[config.mk]
export PLATFORM = sky130hd
export DESIGN_NAME = carrier_counter
export DESIGN_NICKNAME = d
export VERILOG_FILES = /design/src/rtl/carrier_counter_pkg.sv /design/src/rtl/carrier_counter_period_shadow.sv /design/src/rtl/carrier_counter.sv
export SDC_FILE = /design/constraint.sdc
export NUM_CORES = 1
export LEC_CHECK = 0
export CAP_MARGIN = 0
export CORE_AREA = 2 2 82 84
export CTS_BUF_LIST = sky130_fd_sc_hd__clkbuf_16
export DETAILED_ROUTE_END_ITERATION = 16
export DIE_AREA = 0 0 84 86
export PLACE_DENSITY = 0.86
export SYNTH_ARGS = -nofsm -noshare
export SYNTH_HDL_FRONTEND = slang
export SYNTH_HIERARCHICAL = 1
export SYNTH_SLANG_ARGS = --single-unit
export TNS_END_PERCENT = 100
[constraint.sdc]
create_clock -name clk -period 6.9 [get_ports clk]
set_input_delay 1.725 -clock clk [delete_from_list [all_inputs] [get_ports clk]]
set_output_delay 1.725 -clock clk [all_outputs]
set_load 0.005 [all_outputs]
[src/rtl/carrier_counter_pkg.sv]
// Shared PWM types for the carrier / event counter chain.
`ifndef CARRIER_COUNTER_PKG_DEFS
`define CARRIER_COUNTER_PKG_DEFS
`define CARRIER_WIDTH 16
`define EVTCOUNT_WIDTH 16
`endif

package carrier_counter_pkg;

   localparam int CARR_W_DEFAULT = `CARRIER_WIDTH;
   localparam int EVT_W_DEFAULT  = `EVTCOUNT_WIDTH;

   typedef enum logic {
      PWM_OFF = 1'b0,
      PWM_ON  = 1'b1
   } _pwm_onoff;

   typedef enum logic [1:0] {
      NO_COUNT     = 2'd0,
      UP_COUNT     = 2'd1,
      DOWN_COUNT   = 2'd2,
      UPDOWN_COUNT = 2'd3
   } _count_mode;

   typedef enum logic [1:0] {
      MASK_NONE = 2'd0,
      MASK_MAX  = 2'd1,
      MASK_MIN  = 2'd2,
      MASK_BOTH = 2'd3
   } _mask_mode;

   typedef enum logic {
      DIR_UP   = 1'b0,
      DIR_DOWN = 1'b1
   } _carr_dir;

endpackage

[src/rtl/carrier_counter_period_shadow.sv]
// Double-buffered period: pending flag plus the active period register.
module carrier_counter_period_shadow
   import carrier_counter_pkg::*;
#(
   parameter int W = CARR_W_DEFAULT
) (
   input  logic         i_clk,
   input  logic         i_reset,
   input  logic         i_load,
   input  logic         i_arm,
   input  logic         i_wrap,
   input  logic [W-1:0] i_period_in,
   output logic [W-1:0] o_period_act,
   output logic [W-1:0] o_period_next
);

   logic [W-1:0] r_period_act;
   logic         r_pending;

   // An arm on the wrap cycle itself re-arms for the following wrap.
   always_ff @(posedge i_clk) begin
      if (i_reset) begin
         r_period_act <= {W{1'b0}};
         r_pending    <= 1'b0;
      end else if (i_load) begin
         r_period_act <= i_period_in;
         r_pending    <= 1'b0;
      end else begin
         if (i_wrap && r_pending) begin
            r_period_act <= i_period_in;
         end else begin
            r_period_act <= r_period_act;
         end
         if (i_arm) begin
            r_pending <= 1'b1;
         end else if (i_wrap) begin
            r_pending <= 1'b0;
         end else begin
            r_pending <= r_pending;
         end
      end
   end

   assign o_period_act  = r_period_act;
   assign o_period_next = r_pending ? i_period_in : r_period_act;

endmodule

[src/rtl/carrier_counter.sv]
// PWM carrier generator: up / down / up-down counting with phase sync,
// double-buffered period and single-cycle boundary events.
module carrier_counter
   import carrier_counter_pkg::*;
#(
   parameter int CARR_WIDTH = CARR_W_DEFAULT
) (
   input  logic                  clk,
   input  logic                  reset,
   input  _pwm_onoff             pwm_onoff,
   input  _count_mode            countmode,
   input  logic [CARR_WIDTH-1:0] period_in,
   input  logic [CARR_WIDTH-1:0] phase_in,
   input  logic                  sync_in,
   input  logic                  update_req,
   output logic [CARR_WIDTH-1:0] carrier,
   output logic [CARR_WIDTH-1:0] period_act,
   output logic                  max_event,
   output logic                  min_event,
   output logic                  carr_event
);

   localparam logic [CARR_WIDTH-1:0] C_ZERO = {CARR_WIDTH{1'b0}};
   localparam logic [CARR_WIDTH-1:0] C_ONE  = {{(CARR_WIDTH-1){1'b0}}, 1'b1};

   logic [CARR_WIDTH-1:0] r_carrier;
   _carr_dir              r_dir;
   logic [CARR_WIDTH-1:0] w_period_act;
   logic [CARR_WIDTH-1:0] w_period_next;
   logic                  w_off;
   logic                  w_counting;
   logic                  w_at_min;
   logic                  w_at_max;
   logic                  w_wrap;

   assign w_off      = (pwm_onoff == PWM_OFF);
   assign w_counting = !reset && !w_off && !sync_in && (countmode != NO_COUNT);
   assign w_at_min   = (r_carrier == C_ZERO);
   assign w_at_max   = (r_carrier == w_period_act);

   // Wrap point where a pending period is taken over.
   always_comb begin
      w_wrap = 1'b0;
      if (w_counting) begin
         case (countmode)
            UP_COUNT:     w_wrap = w_at_max;
            DOWN_COUNT:   w_wrap = w_at_min;
            UPDOWN_COUNT: w_wrap = w_at_min;
            default:      w_wrap = 1'b0;
         endcase
      end else begin
         w_wrap = 1'b0;
      end
   end

   carrier_counter_period_shadow #(.W(CARR_WIDTH)) u_period_shadow (
      .i_clk         (clk),
      .i_reset       (reset),
      .i_load        (w_off),
      .i_arm         (update_req),
      .i_wrap        (w_wrap),
      .i_period_in   (period_in),
      .o_period_act  (w_period_act),
      .o_period_next (w_period_next)
   );

   // Counter/direction FSM; UP and DOWN modes keep dir aligned with the count.
   always_ff @(posedge clk) begin
      if (reset || w_off) begin
         r_carrier <= C_ZERO;
         r_dir     <= DIR_UP;
      end else if (sync_in) begin
         r_carrier <= (phase_in > w_period_act) ? w_period_act : phase_in;
         r_dir     <= DIR_UP;
      end else begin
         case (countmode)
            UP_COUNT: begin
               r_dir     <= DIR_UP;
               r_carrier <= w_at_max ? C_ZERO : r_carrier + C_ONE;
            end
            DOWN_COUNT: begin
               r_dir     <= DIR_DOWN;
               r_carrier <= w_at_min ? w_period_next : r_carrier - C_ONE;
            end
            UPDOWN_COUNT: begin
               if (w_at_min) begin
                  r_carrier <= (w_period_next == C_ZERO) ? C_ZERO : C_ONE;
                  r_dir     <= DIR_UP;
               end else if (w_at_max) begin
                  r_carrier <= r_carrier - C_ONE;
                  r_dir     <= DIR_DOWN;
               end else if (r_dir == DIR_UP) begin
                  r_carrier <= r_carrier + C_ONE;
                  r_dir     <= r_dir;
               end else begin
                  r_carrier <= r_carrier - C_ONE;
                  r_dir     <= r_dir;
               end
            end
            default: begin
               r_carrier <= r_carrier;
               r_dir     <= r_dir;
            end
         endcase
      end
   end

   assign carrier    = r_carrier;
   assign period_act = w_period_act;
   assign max_event  = w_counting && w_at_max;
   assign min_event  = w_counting && w_at_min;
   assign carr_event = max_event || min_event;

endmodule
# After elaboration in Yosys (flattened, before gate mapping)
# Index checks and enable logic that the tools add are counted.
classes:
  n_addsub: 2
  mul: 0
  order_cmp: 1
  bitwise: 1
  n_reduce_logical: 20
  shifts: 0
  muxes: 19
  n_eq_ne: 6
  n_div: 0
ops:
  columns: ["operator", "n"]
  rows:
  - ["two-way mux 16 bit", 10]
  - ["case mux 16 bit (3 select lines)", 1]
  - ["logical NOT 16 bit", 2]
  - ["adder 16 x 1 -> 16 bit (second input constant)", 1]
  - ["== test 16 bit", 1]
  - ["greater-than comparator 16 bit", 1]
  - ["subtractor 16 x 1 -> 16 bit (second input constant)", 1]
  - ["logical AND 1 bit", 6]
  - ["two-way mux 1 bit", 6]
  - ["OR reduction 2 bit", 3]
  - ["== test 2 bit (second input constant)", 2]
  - ["nonzero test 2 bit", 2]
  - ["nonzero test 4 bit", 1]
  - ["inequality test 3 bit (second input constant)", 1]
  - ["case mux 1 bit (3 select lines)", 1]
  - ["nonzero test 3 bit", 1]
  - ["== test 2 x 1 -> 1 bit (second input constant)", 1]
  - ["logical NOT 1 bit", 2]
  - ["logical OR 1 bit", 2]
  - ["inequality test 2 x 1 -> 1 bit (second input constant)", 1]
  - ["case mux 1 bit (2 select lines)", 1]
  - ["AND reduction 2 bit", 1]
  - ["inverter 1 bit", 1]
word_totals:
  elab_cells: 53
  output_inout_bits: 35
  mem_count: 0
  latchBits: 0
  rom_bits: 0
  ff_bits: 34
  ramBits: 0

# Logic depth before layout (Yosys ltp)
logic_depth:
  depth_word: 8
  depth_mapped: 11
  ltp_nobuf: 9

# Hierarchy
# The synthesis kept the hierarchy.
by_module_without_submodules:
  columns: ["mod", "cells_each", "seq_area_each_um2", "area_per_inst_um2", "n_inst"]
  rows:
  - ["carrier_counter", 373, 340.3, 2572.5, 1]
  - ["carrier_counter_period_shadow", 91, 340.3, 962.2, 1]

# Least setup slack after synthesis
# No wires, ideal clock.
synth_timing:
  kind: "in2out"
  from: "input port countmode[0]"
  to: "output port carr_event"
  arrival_time_ps: 2603
  required_time_ps: 5175
  slack_ps: 2572
  path_buffers: 0
  cell_stages: 4
  cell_sequence: "inv_1 > ha_1 > or4_1 > nand2b_1"
synth_between:
  elab_chain_cells: 4
  word_cells_on_any_way: 5
synth_lines:
  columns: ["item", "line_no", "text"]
  rows:
  - ["from (decl)", "carrier_counter.sv:11", "input _count_mode countmode,"]
  - ["nonzero test 2 bit (*)", "carrier_counter.sv:37", "assign w_counting = !reset && !w_off && !sync_in && (countmode != NO_COUNT);"]
  - ["logical AND 1 bit (*)", "carrier_counter.sv:37", null]
  - ["logical AND 1 bit (on tied branches)", "carrier_counter.sv:110, carrier_counter.sv:111", null]
  - ["logical OR 1 bit (*)", "carrier_counter.sv:112", "assign carr_event = max_event || min_event;"]
  - ["to (decl)", "carrier_counter.sv:20", "output logic carr_event"]
# Every way passes the cells marked *; elsewhere a longest branch is shown, timed or not.

# Worst setup path after layout
layout_timing:
  from: "input port reset"
  to: "output port carr_event"
layout_between:
  elab_chain_cells: 6
  word_cells_on_any_way: 7
layout_lines:
  columns: ["item", "line_no", "text"]
  rows:
  - ["from (decl)", "carrier_counter.sv:9", "input logic reset,"]
  - ["logical NOT 1 bit (*)", "carrier_counter.sv:37", null]
  - ["logical AND 1 bit (*) (3 in a row)", "carrier_counter.sv:37", null]
  - ["logical AND 1 bit (on tied branches)", "carrier_counter.sv:110, carrier_counter.sv:111", null]
  - ["logical OR 1 bit (*)", "carrier_counter.sv:112", null]
# Marks and branches as above.

==> impl_results.md <==
- Status: finished clean
- Worst Path Buf+Inv: 3
- Largest net degree at the start of global routing: 36
- Vias in the first global route: 3583
- CP Depth: 6
- CTS buffer count: 5
- P per Cell Area: between 150 and 200 nW/µm²
- Layout cell share with drive strength beyond 1: under 10%
- Register area share after synthesis: roughly 19%
- GRT Overall Usage: a little under a third
- Mapped Area: around 3500 µm²
- FP Rows: 29
- Switch Pwr: about 0.26 mW
- Top delay family on crit path: buffers and inverters
- RD Place Congestion: slightly above 0.9
- Overflow after GRT: 0
- Crit-path cells: clkdlybuf4s50_1 -> buf_4 -> nand2b_1 -> or4_1 -> nand2b_1 -> clkdlybuf4s50_1
- Period utilization: roughly four fifths
- First-pass GRT wire length: approximately 18 mm
- Synth top area share: 19.3%
- Async SR Flop Fraction: 0%
- Setup CP Type: in2out
- Rel. slew slack: 19.8%
- Ys flop type: dfxtp_1
- Area delta synth->final: 23.0%
- Crit Path Max Fanout: 35
- Worst min-delay path class: reg2reg
- Final WS setup: around 1.4 ns
- Fill cells: about 540
- Pleak: roughly 1.8 nW
- CP max stage cell: or4_1
- Core area: around 6300 µm²
- Die area: roughly 7200 µm²
- H-tree Lvls: 2
- Fin. Hold Viols: 0
- Dpl ws: about 1.5 ns
- Syn Inst Count: around 460
- Avg Inst Size Synth: between 7 and 8 µm²
- CTS resizes: 0
- Post-Syn Nets: 527
- R2R cell count: 8
- Final core occ: between 60% and 70%
- Io pins: 74
- CP arrival: approximately 3.7 ns
- Detail Placement HPWL: a little under 9 mm
- Yosys reg bits: 34
- Worst slew pin tran: ~1.2 ns
- Reg-to-reg critical path endpoint: u_period_shadow/o_period_act[3]$_SDFFE_PP0P_
- RSZ-0062 raised after global routing: false
- Iteration-0 DRC Markers: between 300 and 400
- Comb power frac: between 30 and 40%
- Post-synth top area cell: dfxtp_1
- Internal: 0.457 mW
- Vias/cell: between 6 and 7
- Synth warnings: 6
- Final WL: approximately 12 mm
- Sequential share of power: approximately a third
- Post-CTS setup buffers: 0
- CTS tree: yes
- Antenna-violating nets left: 0
- Count leader, synth: nand2_1
- Most area-consuming cells after synthesis: dfxtp_1, ha_1, xor2_1
- EDFF count, synth: 0
- Wire per inst: a little under 20 µm
- MaxCap Viol Count: 0
- Clock transition at the registers of the reported paths: ~0.05 ns
- DRC viols: 0
- Starting Density: 56.3%
- R2r setup slk: ~3.6 ns
- Antenna Cells: 0
- Port bufs: between 70 and 80
- CP startpoint kind: primary input
- Skew final: around 0.0038 ns
- Die Span Y: approximately 86 µm
- Crit path required time: 5.18 ns
- Fin crit period: between 5 and 6 ns
- Max-slew violation count: 0
- Endpoint class of the critical path: primary output
- Max VDD drop: 0.116 mV
- Clk buf depth: 2
- Root buf cell: clkbuf_16
- Final setup viols: 0
- Fmax: about 180 MHz
- Most instantiated cells after synthesis: nand2_1, nand2b_1, dfxtp_1, a21oi_1, inv_1
- DRT Pass-1 Iters: 6
- DR vias: between 3000 and 4000
- CTS Hold Bufs: 0
- Clock power share: approximately 30%
- CTS Sinks: 34
- Clock Latency Late Sink: approximately 0.28 ns
- Crit Reg-Reg Startpoint: carrier[0]$_SDFFE_PP0P_
- Count of different cell masters after synthesis: 58
- Crit path launch: reset
- Initial antenna violation count: 0
- Fin nets: 576
- End of the critical path: carr_event
- Setup TNS: 0 ns
- Die W: approximately 84 µm
- Max stage delay on crit path: 0.54 ns
- Sw frac: 35.8%
-- sequential cells by signal (all words and copies together) (netlist names) --
signal / count
u_period_shadow/o_period_act: 16
carrier: 16
r_dir: 1
u_period_shadow/r_pending: 1
-- routing by layer --
layer | part of all wire, % | vias up | global-route usage (%) | wire length [µm]
li1 | - | 1769 | - | -
met1 | 40 | 1824 | 39.9 | 4610
met2 | 47 | 238 | 53.7 | 5480
met3 | 8.5 | 38 | 4.81 | 979
met4 | 4.2 | 0 | 13.8 | 485
met5 | 0 | - | 0 | 0
-- layout make-up --
type / count / area [µm²] / share of cell area [%]
Multi-Input combinational cell: 369 / 2590 / 59.5
Timing Repair Buffer: 75 / 746 / 17.2
Sequential cell: 34 / 681 / 15.7
Clock buffer: 5 / 125 / 2.88
Inverter: 28 / 105 / 2.42
Tap cell: 77 / 96.3 / 2.22
Clock inverter: 2 / 7.51 / 0.173
-- how the worst min path moves through the flow --
| stage | start | endpoint | slack [ns] | cells after the start |
|---|---|---|---|---|
| floorplan | r_dir$_SDFFE_PP0P_ | r_dir$_SDFFE_PP0P_ | 0.51 | 2 |
| global placement | r_dir$_SDFFE_PP0P_ | r_dir$_SDFFE_PP0P_ | 0.52 | 2 |
| detailed placement | r_dir$_SDFFE_PP0P_ | r_dir$_SDFFE_PP0P_ | 0.53 | 2 |
| CTS | r_dir$_SDFFE_PP0P_ | r_dir$_SDFFE_PP0P_ | 0.54 | 2 |
| global route | r_dir$_SDFFE_PP0P_ | r_dir$_SDFFE_PP0P_ | 0.57 | 2 |
| finish | r_dir$_SDFFE_PP0P_ | r_dir$_SDFFE_PP0P_ | 0.55 | 2 |
-- per-stage QoR --
stage	hold slack (ns)	area [µm²]	std cells	total power, mW
after floorplan	0.506	3530	464	0.401
after global placement	0.525	4210	583	0.487
after detailed placement	0.532	4210	583	0.494
after CTS	0.539	4350	590	0.705
after global routing	0.571	4350	590	0.741
final	0.546	4350	590	0.713
-- tightest hold or removal path, delay by kind of cell (launching register included) --
family	cells	cell delay [ns]
flops	1	0.33
simple gates	1	0.11
compound gates	1	0.06
-- logic make-up (layout without fill, tap and decap cells) --
kind of cell             Yosys count  in the layout  synth area share [%]
XOR/XNOR                          33             33                  8.18
adder cells (fa/ha/maj)           24             24                  8.50
AO/OA/AOI/OAI                    111            111                  21.9
buffers and inverters             61            110                  7.58
AND/OR/NAND/NOR                  168            168                  24.7
multiplexers                      33             33                  9.91
flip-flops                        34             34                  19.3
-- power groups by stage --
stage	Clock [mW]	Sequential, mW	Combinational, mW
6_report	0.212	0.239	0.262
5_1_grt	0.218	0.241	0.282
4_1_cts	0.212	0.238	0.255
3_5_place_dp	0	0.242	0.252
3_3_place_gp	0	0.242	0.245
2_1_floorplan	0	0.225	0.176
-- placed cells by master, fill, tap and decap left out, drive strengths merged, types with 3 or more instances in the layout --
| cell type | Yosys | routed |
|---|---|---|
| nand2 | 42 | 42 |
| o211a | 3 | 3 |
| or4 | 4 | 4 |
| and3 | 3 | 3 |
| nand2b | 35 | 35 |
| nand4 | 9 | 9 |
| a21oi | 31 | 31 |
| nand3 | 15 | 15 |
| clkdlybuf4s50 | 0 | 73 |
| a221oi | 6 | 6 |
| a221o | 5 | 5 |
| nor3 | 8 | 8 |
| xor2 | 26 | 26 |
| nor4 | 11 | 11 |
| o21ai | 28 | 28 |
| o211ai | 3 | 3 |
| a31oi | 5 | 5 |
| inv | 28 | 30 |
| dfxtp | 34 | 34 |
| ha | 24 | 24 |
| a311oi | 5 | 5 |
| o31ai | 5 | 5 |
| or3 | 4 | 4 |
| clkbuf | 22 | 5 |
| o221ai | 6 | 6 |
| mux2i | 17 | 17 |
| xnor2 | 7 | 7 |
| nor2 | 28 | 28 |
| mux2 | 16 | 16 |
No activity file was read; power rests on OpenSTA's default activity.
